--- src/rtl/sensor_response_framer.sv ---
// Buffers completed decoder answers in a small frame FIFO and streams each one
// to the UART transmitter as a two-byte frame: header (request code), then data.
module sensor_response_framer #(
  parameter int DEPTH = 4,
  parameter int CNT_W = 3
) (
  input  logic             clock,
  input  logic             reset,
  input  logic             finished,
  input  logic [7:0]       request,
  input  logic [7:0]       requested_data,
  input  logic             tx_ready,
  output logic             tx_start,
  output logic [7:0]       tx_data,
  output logic             busy,
  output logic             overflow,
  output logic [CNT_W-1:0] fifo_level
);

  localparam int AW = (DEPTH > 1) ? $clog2(DEPTH) : 1;

  typedef enum logic [2:0] {IDLE, HDR, HDR_ACK, DAT, DAT_ACK} state_t;

  state_t           state_q, state_d;
  logic             seen_low_q, seen_low_d;
  logic             tx_start_q, tx_start_d;
  logic [7:0]       tx_data_q, tx_data_d;
  logic             finished_q;
  logic             overflow_q;
  logic [AW-1:0]    wr_ptr_q, rd_ptr_q;
  logic [CNT_W-1:0] level_q;
  logic [15:0]      mem_q [DEPTH];

  logic        push, pop, full, empty, accept;
  logic [15:0] head;

  assign push   = finished & ~finished_q;
  assign full   = (level_q == CNT_W'(DEPTH));
  assign empty  = (level_q == '0);
  // A push into a full FIFO still fits when the head leaves on the same edge.
  assign accept = push & (~full | pop);
  assign head   = mem_q[rd_ptr_q];

  always_comb begin
    state_d    = state_q;
    seen_low_d = seen_low_q;
    tx_start_d = 1'b0;
    tx_data_d  = tx_data_q;
    pop        = 1'b0;
    case (state_q)
      IDLE: begin
        if (!empty && tx_ready) begin
          tx_data_d  = head[15:8];
          tx_start_d = 1'b1;
          state_d    = HDR;
        end
      end
      HDR: begin
        seen_low_d = 1'b0;
        state_d    = HDR_ACK;
      end
      HDR_ACK: begin
        // The entry stays at the head until its data byte launches.
        if (!seen_low_q) begin
          if (!tx_ready) seen_low_d = 1'b1;
        end else if (tx_ready && !empty) begin
          tx_data_d  = head[7:0];
          tx_start_d = 1'b1;
          pop        = 1'b1;
          seen_low_d = 1'b0;
          state_d    = DAT;
        end
      end
      DAT: begin
        seen_low_d = 1'b0;
        state_d    = DAT_ACK;
      end
      DAT_ACK: begin
        if (!seen_low_q) begin
          if (!tx_ready) seen_low_d = 1'b1;
        end else if (tx_ready) begin
          seen_low_d = 1'b0;
          state_d    = IDLE;
        end
      end
      default: state_d = IDLE;
    endcase
  end

  always_ff @(posedge clock) begin
    if (reset) begin
      state_q    <= IDLE;
      seen_low_q <= 1'b0;
      tx_start_q <= 1'b0;
      tx_data_q  <= '0;
      finished_q <= 1'b0;
      overflow_q <= 1'b0;
      wr_ptr_q   <= '0;
      rd_ptr_q   <= '0;
      level_q    <= '0;
    end else begin
      state_q    <= state_d;
      seen_low_q <= seen_low_d;
      tx_start_q <= tx_start_d;
      tx_data_q  <= tx_data_d;
      finished_q <= finished;
      if (push && full && !pop) overflow_q <= 1'b1;
      if (accept) wr_ptr_q <= wr_ptr_q + AW'(1);
      if (pop)    rd_ptr_q <= rd_ptr_q + AW'(1);
      case ({accept, pop})
        2'b10:   level_q <= level_q + CNT_W'(1);
        2'b01:   level_q <= level_q - CNT_W'(1);
        default: level_q <= level_q;
      endcase
    end
  end

  always_ff @(posedge clock) begin
    if (accept) mem_q[wr_ptr_q] <= {request, requested_data};
  end

  assign tx_start   = tx_start_q;
  assign tx_data    = tx_data_q;
  assign overflow   = overflow_q;
  assign fifo_level = level_q;
  assign busy       = (level_q != '0) | (state_q != IDLE);

endmodule

--- config.mk ---
export PLATFORM = sky130hd
export DESIGN_NAME = sensor_response_framer
export DESIGN_NICKNAME = d
export VERILOG_FILES = /design/src/rtl/sensor_response_framer.sv
export SDC_FILE = /design/constraint.sdc
export NUM_CORES = 1
export LEC_CHECK = 0
export CAP_MARGIN = 20
export CORE_MARGIN = 2
export CORE_UTILIZATION = 35
export CTS_CLUSTER_SIZE = 8
export DETAILED_ROUTE_END_ITERATION = 7
export GPL_TIMING_DRIVEN = 1
export PLACE_DENSITY = 0.63
export SKIP_LAST_GASP = 1
export SYNTH_ARGS = -nofsm -noshare
export SYNTH_HDL_FRONTEND = slang
export SYNTH_SLANG_ARGS = --single-unit
--- constraint.sdc ---
create_clock -name clock -period 2.6 [get_ports clock]
set_clock_uncertainty 0.05 [all_clocks]
set_input_delay 0.39 -clock clock [delete_from_list [all_inputs] [get_ports clock]]
set_output_delay 0.39 -clock clock [all_outputs]
set_load 0.02 [all_outputs]
==> impl_results.md <==
* Outcome: finished, final reports clean
* Final Max Tran Viols at 0
* H-tree depth at 3
* Top Family by Delay on Critical Path: simple AND/OR/NAND/NOR gates
* RSZ-0062 raised after global routing: false
* Clock buffers created by TritonCTS at 9
* Tightest Hold Check Type: flip-flop to flip-flop
* Max-cap violations at 0
* Clk_lat worst skew at 0.35 ns
* Post-synth ARST share at 0%
* Post-Syn Instances at 214
* Vias in the first global route at 1919
* Critical Path Sink Type: output port
* Largest net degree at the start of global routing at 20
* Worst path slowest cell: or3_1
* HP Start: tx_data[0]$_SDFFE_PP0P_
* Count of input and output buffers at 33
* Rel. slew slack at 51.0%
* CTS Sinks at just under 90
* DRC at 0
* Final nets at about 280
* Die span in x at 104 um
* Total power at 2.87 mW
* Fraction of layout cells with a size suffix above 1 at 20.6%
* CTS tree: done
* Area grow syn2layout at 22.3%
* Fmax at 455 MHz
* Worst Path Required at 2.16 ns
* CP Class: flip-flop to output port
* Core ar. at about 9800 um^2
* CP startpoint kind: flip-flop
* Critical path cell sequence: or3_1 > or4_1 > dlymetal6s2s_1
* Slew @ Worst Pin at about 0.73 ns
* WP buf/inv at 1
* Io pins at 34
* Setup violations, final at 0
* Worst Setup SP: fifo_level[0]$_SDFFE_PP0P_
* Synth Register Bits at roughly 90
* Ys Warns at 0
* Cts hold-fix bufs at 0
* Post-Syn Area per Cell at 16.4 um^2
* PwrDens at 669 nW/um^2
* Detail Placement HPWL at 4000 um
* Via Count at 1888
* Crit Path Max Fanout at 6
* Largest area contributor in the netlist: edfxtp_1
* Synth Flop Type: edfxtp_1
* Most frequent cell after synthesis: edfxtp_1
* Gr usage total at around 12%
* Yosys cell types at 43
* Reg-to-reg startpoint: fifo_level[0]$_SDFFE_PP0P_
* Overall die height at between 100 and 150 um
* Initial antenna violation count at 0
* Grt total ovfl at 0
* Cell Area, Synth at 3510 um^2
* Root Buffer Master: clkbuf_8
* DR iter-0 viols at 94
* # diodes at 0
* Starting Density at a little over a third
* EDFF count, synth at between 60 and 70
* Leading post-synthesis cells by cell area: edfxtp_1 (55%), dfxtp_1 (14%), mux4_2 (10%)
* Register area share after synthesis at about two thirds
* Syn_nets at between 200 and 250
* Gpl congestion at 0.742
* CP arrival at 1.76 ns
* Clock slew at reported path FFs at about 0.080 ns
* Top cells by count, synth: edfxtp_1 (64), nor2_1 (25), dfxtp_1 (24), mux4_2 (16), nor3_1 (11)
* Post-layout min period at 2.20 ns
* Setup TNS Final at 0 ns
* Wirelength per Cell at 15.7 um
* Fin crit share at 84.5%
* Final hold violation count at 0
* Cell Rows at 36
* Cell Area, Placed at 4090 um^2
* Full die area at about 11000 um^2
* Longest Clk Path Bufs at 2
* Max VDD drop at 0.360 mV
* Leakage power at roughly 1.4 nW
* Total wire length at about 6200 um
* Slowest stage delay, CP at 0.41 ns
* Top cell type's share of synthesized area at around 55%
* Vias/cell at between 4 and 5
* DR pass1 iterations at 4
* Antenna-violating nets left at 0
* First-pass GRT wire length at 9810 um
* Fin area at 4300 um^2
[final cells by class]
class	count	area, um^2
Inverter	5	18.8
Sequential cell	88	2400
Timing Repair Buffer	45	473
Clock buffer	10	128
Fill cell	882	5480
Multi-Input combinational cell	109	1030
Tap cell	133	166
Clock inverter	5	81.3
[cell usage in the layout (no fill, tap or decap), types with 2 or more instances in the layout]
cell type	count
nand2b_1	3
mux4_2	16
o22ai_1	8
nor3b_1	3
nand2_1	3
buf_4	8
a31oi_1	2
and2_1	4
clkdlybuf4s50_1	32
dfxtp_1	24
buf_12	4
inv_1	5
nor3_1	11
nor2_1	25
edfxtp_1	64
nor2b_1	3
ha_1	4
xor2_1	2
bufinv_16	2
mux2_4	3
clkbuf_8	9
[state kept, by name, indices dropped and copies added (netlist names), named ones only]
name	flops
fifo_level	3
tx_data	8
state_q	3
mem_q	64
rd_ptr_q	2
tx_start	1
seen_low_q	1
overflow	1
finished_q	1
wr_ptr_q	2
[stage by stage]
stage               cells  utilization [%]  worst slack (ns)  hold slack [ns]
floorplan             214                -             0.504            0.432
global placement      380             41.8             0.112            0.410
detailed placement    380             41.8             0.104            0.436
CTS                   395             43.9            0.0302            0.452
global route          395             44.0             0.310            0.466
finish                395             44.0             0.402            0.446
[worst min-delay path, stage by stage, from the launching register on]
cell     delay (ns)
dfxtp_1        0.32
nor2_1         0.09
nor3_1         0.05
[where the power goes]
part | switching, mW | leakage, nW | total (mW) | internal [mW]
Combinational | 0.144 | 0.538 | 0.286 | 0.142
Clock | 0.452 | 0.103 | 0.990 | 0.538
Sequential | 0.0307 | 0.780 | 1.60 | 1.57
Total | 0.627 | 1.42 | 2.87 | 2.25
[path summary, 6_finish.rpt]
check / to / slack, ns / cells after the start
worst min-delay path: tx_data[0]$_SDFFE_PP0P_ / 0.45 / 2
worst min register to register: tx_data[0]$_SDFFE_PP0P_ / 0.45 / 2
worst max-delay path: busy / 0.40 / 3
worst max register to register: fifo_level[2]$_SDFFE_PP0P_ / 0.45 / 7
[metal layers]
| layer | global-route usage, % | vias up | part of all wire, % |
|---|---|---|---|
| li1 | - | 902 | - |
| met1 | 15.3 | 932 | 45 |
| met2 | 19.4 | 44 | 49 |
| met3 | 4.07 | 10 | 4.5 |
| met4 | 5.12 | 0 | 1.5 |
| met5 | 0 | - | 0 |
[logic make-up after synthesis]
logic type	share of synthesized area [%]
DFF	68.4
and+or+nand+nor	9.76
muxes	12.1
AOI/OAI and AO/OA	4.59
buffers and inverters	2.39
adders and majority gates	1.99
xor gates and xnor gates	0.748
[what timing repair did]
item | in CTS | in global routing
setup endpoints to repair | 0 | 1
setup buffers | 0 | 0
resized for setup | 0 | 1
No activity file was read; power rests on OpenSTA's default activity.
